--- src/rtl/cartridge_cache_filler.sv ---
// Miss-handling controller for the cartridge one-cycle cache: on a read miss it stalls the core,
// copies the aligned line from the slow backing store into the cache byte by byte, then replays the read.
module cartridge_cache_filler #(
    parameter int AddressBusWidth = 16,
    parameter int CacheLineBits   = 7,
    parameter int DataBusWidth    = 1
) (
    input  logic                         Clk,
    input  logic                         Reset,
    input  logic                         CoreAccess,
    input  logic [AddressBusWidth-1:0]   CoreAddress,
    output logic                         Delay,
    output logic                         FillBusy,
    output logic                         CacheAccess,
    output logic                         CacheWrite,
    output logic [AddressBusWidth-1:0]   CacheAddress,
    output logic [8*DataBusWidth-1:0]    CacheDin,
    input  logic                         CacheDataReady,
    output logic                         RomAccess,
    output logic [AddressBusWidth-1:0]   RomAddress,
    input  logic                         RomReady,
    input  logic                         RomDataReady,
    input  logic [8*DataBusWidth-1:0]    RomDout
);

    localparam int AW = AddressBusWidth;
    localparam int DW = 8 * DataBusWidth;
    localparam logic [AW-1:0] OFFSET_MASK = AW'((1 << CacheLineBits) - 1);
    localparam logic [CacheLineBits-1:0] LAST_BYTE = {CacheLineBits{1'b1}};

    typedef enum logic [2:0] {
        IDLE,
        REQUEST,
        WAIT_DATA,
        WRITE,
        RESUME
    } state_t;

    state_t                   state, state_d;
    logic [CacheLineBits-1:0] counter, counter_d;
    logic [AW-1:0]            line_base, line_base_d;
    logic [AW-1:0]            core_addr_q;
    logic [DW-1:0]            cache_din_q, cache_din_d;
    logic                     delay_q;
    logic                     miss;
    logic [AW-1:0]            line_addr;

    // The offset bits of line_base are always zero, so OR-ing the counter never carries into the tag.
    assign line_addr = line_base | {{(AW-CacheLineBits){1'b0}}, counter};
    assign miss      = CoreAccess && !CacheDataReady;

    always_comb begin
        state_d      = state;
        counter_d    = counter;
        line_base_d  = line_base;
        cache_din_d  = cache_din_q;
        CacheAccess  = 1'b0;
        CacheWrite   = 1'b0;
        CacheAddress = line_addr;
        RomAccess    = 1'b0;

        case (state)
            IDLE: begin
                CacheAccess  = CoreAccess;
                CacheAddress = CoreAddress;
                if (miss) begin
                    line_base_d = CoreAddress & ~OFFSET_MASK;
                    counter_d   = '0;
                    state_d     = REQUEST;
                end
            end
            REQUEST: begin
                RomAccess = 1'b1;
                if (RomReady) begin
                    // A zero-wait store returns data in the accept cycle itself.
                    if (RomDataReady) begin
                        cache_din_d = RomDout;
                        state_d     = WRITE;
                    end else begin
                        state_d = WAIT_DATA;
                    end
                end
            end
            WAIT_DATA: begin
                if (RomDataReady) begin
                    cache_din_d = RomDout;
                    state_d     = WRITE;
                end
            end
            WRITE: begin
                CacheAccess = 1'b1;
                CacheWrite  = 1'b1;
                if (counter == LAST_BYTE) begin
                    state_d = RESUME;
                end else begin
                    counter_d = counter + 1'b1;
                    state_d   = REQUEST;
                end
            end
            RESUME: begin
                CacheAccess  = 1'b1;
                CacheAddress = core_addr_q;
                state_d      = IDLE;
            end
            default: state_d = IDLE;
        endcase
    end

    always_ff @(posedge Clk or posedge Reset) begin
        if (Reset) begin
            state       <= IDLE;
            counter     <= '0;
            line_base   <= '0;
            cache_din_q <= '0;
            delay_q     <= 1'b0;
        end else begin
            state       <= state_d;
            counter     <= counter_d;
            line_base   <= line_base_d;
            cache_din_q <= cache_din_d;
            delay_q     <= (state_d != IDLE);
        end
    end

    // Original read address, replayed in RESUME; only meaningful while a fill is in flight.
    always_ff @(posedge Clk) begin
        if (state == IDLE && miss) begin
            core_addr_q <= CoreAddress;
        end
    end

    assign Delay      = delay_q;
    assign FillBusy   = (state != IDLE);
    assign CacheDin   = cache_din_q;
    assign RomAddress = line_addr;

endmodule
--- config.mk ---
export PLATFORM = sky130hd
export DESIGN_NAME = cartridge_cache_filler
export DESIGN_NICKNAME = d
export VERILOG_FILES = /design/src/rtl/cartridge_cache_filler.sv
export SDC_FILE = /design/constraint.sdc
export NUM_CORES = 1
export LEC_CHECK = 0
export ABC_AREA = 1
export CORE_ASPECT_RATIO = 1.5
export CORE_MARGIN = 3
export CORE_UTILIZATION = 44
export CTS_CLUSTER_DIAMETER = 200
export CTS_CLUSTER_SIZE = 10
export DETAILED_ROUTE_END_ITERATION = 6
export GPL_ROUTABILITY_DRIVEN = 0
export PLACE_DENSITY = 0.81
export SLEW_MARGIN = 40
export SYNTH_ARGS = -nofsm -noshare
export SYNTH_HDL_FRONTEND = slang
export SYNTH_SLANG_ARGS = --single-unit
--- constraint.sdc ---
create_clock -name Clk -period 1.7 [get_ports Clk]
set_input_delay 0.425 -clock Clk [delete_from_list [all_inputs] [get_ports Clk]]
set_output_delay 0.425 -clock Clk [all_outputs]
set_load 0.05 [all_outputs]
Word-level counts from Yosys, hierarchy flattened --
Cells that the tools add are included.
Word-level totals: bits of input ports 30, logic and storage cells 44, output and inout bits 45, flip-flop bits (word level) 44
Cells by class: bitwise logic cells 1, multiplexer cells 16, reduce and logical (&&, ||, !) cells 12, add/subtract/negate cells 1, eq/ne operators 8
Operator list (number):
- case mux 16 bit (2 select lines) | 1
- 2-to-1 mux 8 bit | 2
- bitwise OR 16 x 7 -> 16 bit | 1
- case mux 8 bit (2 select lines) | 1
- 2-to-1 mux 7 bit | 2
- case mux 7 bit (2 select lines) | 1
- 2-to-1 mux 3 bit | 4
- case mux 3 bit (4 select lines) | 1
- adder 7 x 1 -> 7 bit (second input constant) | 1
- == test 7 bit (second input constant) | 1
- == test 3 x 2 -> 1 bit (second input constant) | 2
- inequality test 2 bit (second input constant) | 3
- nonzero test 3 bit | 2
- AND reduction 2 bit | 2
- nonzero test 2 bit | 2
- == test 3 x 1 -> 1 bit (second input constant) | 1
- == test 3 bit (second input constant) | 1
- logical NOT 3 bit | 1
- 2-to-1 mux 1 bit | 3
- AND reduction 3 bit | 1
- logical AND 1 bit | 2
- case mux 1 bit (2 select lines) | 1
- OR reduction 2 bit | 1
- logical NOT 1 bit | 1

Longest topological paths before layout --
word-level depth 5, gate-level depth with buffers 8, mapped depth without buffers 8

Worst setup path before layout --
No wires, ideal clock.
kind reg2out, start point register state[1], end point output CacheAddress[10], buffers on the path 1, setup slack -0.473 ns, arrival time 1.748 ns, required time 1.275 ns, stages on the path, launching flop included 5, cells stage by stage dfrtp_1 nor2_4 nand2_4 buf_4 o211ai_1
On the way: cells in the longest elaborated chain, start to end 2, elaborated cells on any way between the ends 3, classes of those cells 1 x eq/ne; 1 x mux; 1 x reduce/logical
Ends and longest elaborated chain:
- from (decl) | RTL line 39 | state_t state, state_d;
- from (signal assigned) | RTL line 117 | state <= state_d;
- == test 3 bit / logical NOT 3 bit (equally long branches) | RTL line 62 | case (state)
- case mux 16 bit (2 select lines) * | RTL line 62
- to (decl) | RTL line 16 | output logic [AddressBusWidth-1:0] CacheAddress,
Every way passes the cells marked *; elsewhere a longest branch is shown, timed or not.

Worst setup path after layout --
start point register state[1], end point output CacheAddress[6]
Same word-level chain as after synthesis.

==> flow_metrics.py <==
metrics = {
    "sta": {
        "whs_ns": 0.473,
        "hold_viol": 0,
        "finClkSkew_ns": 0.00362,
        "final.setup.worst_slack_ns": -0.356,
        "setup_viol": 18,
        "worst_slew_pin_slew_ns": 0.370,
        "fmax_ghz": 0.486,
        "min_period_over_period_pct": 121,
        "timing.final.max_slew_violations": 0,
        "rsz0062_at_grt": "true",
        "max_slew_margin_pct": 75.2,
        "min_period_ns": 2.06,
    },
    "clocking": {
        "cts_tree": "built",
        "cts_hold_buf": 0,
        "cts_max_path_buffers": 2,
        "clkSlewWorstSetupHoldPaths_ns": 0.08,
        "h-tree-depth": 2,
        "cts-root-buf": "clkbuf_8",
        "cts_made_buffers": 5,
        "numClockSinks": 44,
        "clock_latency_ns": 0.28,
    },
    "floorplanning": {
        "num_io_pins": 75,
        "core_region_area_sq_um": 4540,
        "rows": 30,
        "die_w_um": 62.0,
        "die_area_sq_um": 5590,
        "start_util_pct": 45.6,
        "die_h_um": 90.1,
    },
    "worst_setup_path": {
        "r2r.worst_path.cells": 9,
        "r2r-end": "Delay$_DFF_PP0_",
        "cp-startpoint": "state[1]$_DFF_PP0_",
        "r2r_slack_ns": 0.11,
        "path_max_fanout": 8,
        "critPathCaptureType": "output port",
        "critPathKind": "flip-flop to output port",
        "cp_data_arrival_time_ns": 1.63,
        "worst_ep_required_time_ns": 1.27,
        "timing.rr.start": "state[1]$_DFF_PP0_",
        "startpoint_type": "flip-flop",
        "crit_path_end": "CacheAddress[6]",
    },
    "drt": {
        "vias": 1958,
        "vias_per_cell": 4.90,
        "routed_wl_mm": 5.73,
        "first_pass_iters": 4,
        "drtIter0Drc": 86,
        "wl_per_cell_um": 14.3,
        "antenna_left": 0,
        "route.detailed.drc": 0,
    },
    "global_routing": {
        "grt_pass1_vias": 2022,
        "overflow": 0,
        "grt_max_degree": 29,
        "grt_pass1_wl_mm": 9.16,
        "grt_antenna_before_repair": 0,
        "track_usage_pct": 21.5,
    },
    "placement": {
        "portBuffers": 74,
        "place_hpwl_mm": 4.28,
    },
    "outcome": {
        "status": "finished with violations",
        "violations": "setup timing",
    },
    "logic_synthesis": {
        "synth_edf_count": 16,
        "yosysUniqueCellTypes": 21,
        "synth_area_leaders": "dfrtp_1, edfxtp_1, nand2_1",
        "syn_area_per_cell_sq_um": 9.26,
        "synth.top_cells.by_count": "nand2_1, dfrtp_1, inv_1",
        "netlist_area_sq_um": 2070,
        "synth_cells": 224,
        "ys_async_sr_fraction_pct": 63.6,
        "synth-seq-cells": 44,
        "synth_top_area_share_pct": 33.8,
        "ys.flop_type": "dfrtp_1",
        "ys_seq_area_share_pct": 57.0,
        "synth_top_area_cell": "dfrtp_1",
        "yosysWarnings": 0,
        "syn-num-nets": 255,
        "yosysMostFrequentCell": "nand2_1",
    },
    "finish": {
        "diodes": 0,
        "areaGrowthSynthToFinish_pct": 70.8,
        "fill_cells": 282,
        "drive_gt1_share_pct": 35.1,
        "utilization_pct": 78.0,
        "finalNetCount": 366,
    },
    "power_and_ir_drop": {
        "powerDensity_nw_per_um2": 2240,
        "power.total_mw": 7.93,
        "vdd_drop_max_uv": 1670,
        "leakagePower_nw": 1.59,
    },
    "flow_run": {
        "cap_violations": 0,
    },
    "min_path": {
        "hold_class": "flip-flop to flip-flop",
    },
}
[area by class of cell]
| cell class | instances | area, sq um | share of cell area [%] |
|---|---|---|---|
| clock inverters | 1 | 5.00 | 0.141 |
| inverters | 25 | 96.3 | 2.72 |
| repair buffers | 110 | 1300 | 36.7 |
| flip-flops and latches | 44 | 1190 | 33.6 |
| clock buffers | 7 | 76.3 | 2.16 |
| multi-input cells | 149 | 792 | 22.4 |
| well taps | 64 | 80.1 | 2.26 |
[what timing repair did]
item	4_1_cts	5_1_grt
pin swaps	3	0
setup buffers	2	4
endpoints found under the hold margin	0	0
endpoints found under the setup margin	20	26
resized for setup	10	9
[cell usage in the layout (no fill, tap or decap), types with 3 or more instances in the layout]
master / netlist / layout
nand2_1: 80 / 77
o211ai_1: 15 / 15
buf_12: 0 / 31
dfrtp_2: 0 / 7
nand2_4: 1 / 3
nor2_1: 9 / 6
clkbuf_8: 0 / 5
nand3_1: 15 / 14
clkdlybuf4s50_1: 0 / 29
dfrtp_1: 28 / 21
edfxtp_1: 16 / 16
o21ai_0: 9 / 8
o21ai_2: 8 / 8
inv_1: 23 / 22
nor2_4: 4 / 5
buf_6: 2 / 4
buf_4: 3 / 46
[per-stage QoR]
stage	worst slack (ns)	area (sq um)	std cells	TNS (ns)
4_1_cts	-0.353	3500	398	-5.30
3_3_place_gp	-0.160	3370	388	-1.61
3_5_place_dp	-0.171	3370	388	-2.60
2_1_floorplan	-0.427	2110	224	-5.30
6_report	-0.356	3540	400	-5.26
5_1_grt	-0.420	3540	400	-6.62
[worst min path at each step]
stage               slack, ns                    start  depth (start not counted)                 endpoint
detailed placement       0.46  CacheDin[2]$_DFFE_PP0P_                          2  CacheDin[2]$_DFFE_PP0P_
finish                   0.47  CacheDin[4]$_DFFE_PP0P_                          2  CacheDin[4]$_DFFE_PP0P_
floorplan                0.49                    Reset                          1  CacheDin[0]$_DFFE_PP0P_
CTS                      0.48  CacheDin[2]$_DFFE_PP0P_                          2  CacheDin[2]$_DFFE_PP0P_
global route             0.50  CacheDin[4]$_DFFE_PP0P_                          2  CacheDin[4]$_DFFE_PP0P_
global placement         0.46  CacheDin[3]$_DFFE_PP0P_                          2  CacheDin[3]$_DFFE_PP0P_
[logic make-up after synthesis]
family | count (synthesis) | synth area share, %
fa+ha+maj | 1 | 0.603
simple gates | 111 | 23.1
flops | 44 | 57.0
buf+inv | 31 | 6.88
xor+xnor | 1 | 0.423
compound gates | 36 | 12.1
[sequential cells by signal, indices dropped and copies added, names as in the netlist]
| register | cells |
|---|---|
| CacheDin | 8 |
| Delay | 1 |
| core_addr_q | 16 |
| counter | 7 |
| line_base | 9 |
| state | 3 |
[power breakdown]
| part | switching (mW) | internal, mW |
|---|---|---|
| sequential | 0.251 | 1.43 |
| combinational | 3.28 | 2.35 |
| clock | 0.324 | 0.288 |
[metal layers]
layer	part of all wire (%)	vias to the layer above	global-route usage, %
li1	-	961	-
met1	37	917	24.7
met2	56	70	37.8
met3	4.8	10	3.59
met4	2.2	0	7.61
met5	0	-	0
[critical path: stages, from the launching register on]
cell      delay [ns]
dfrtp_1         0.42
nor2_4          0.18
inv_2           0.07
nor2_4          0.09
buf_4           0.16
nand2_1         0.07
o211ai_1        0.17
buf_12          0.19
(Power assumes the default switching activity.)
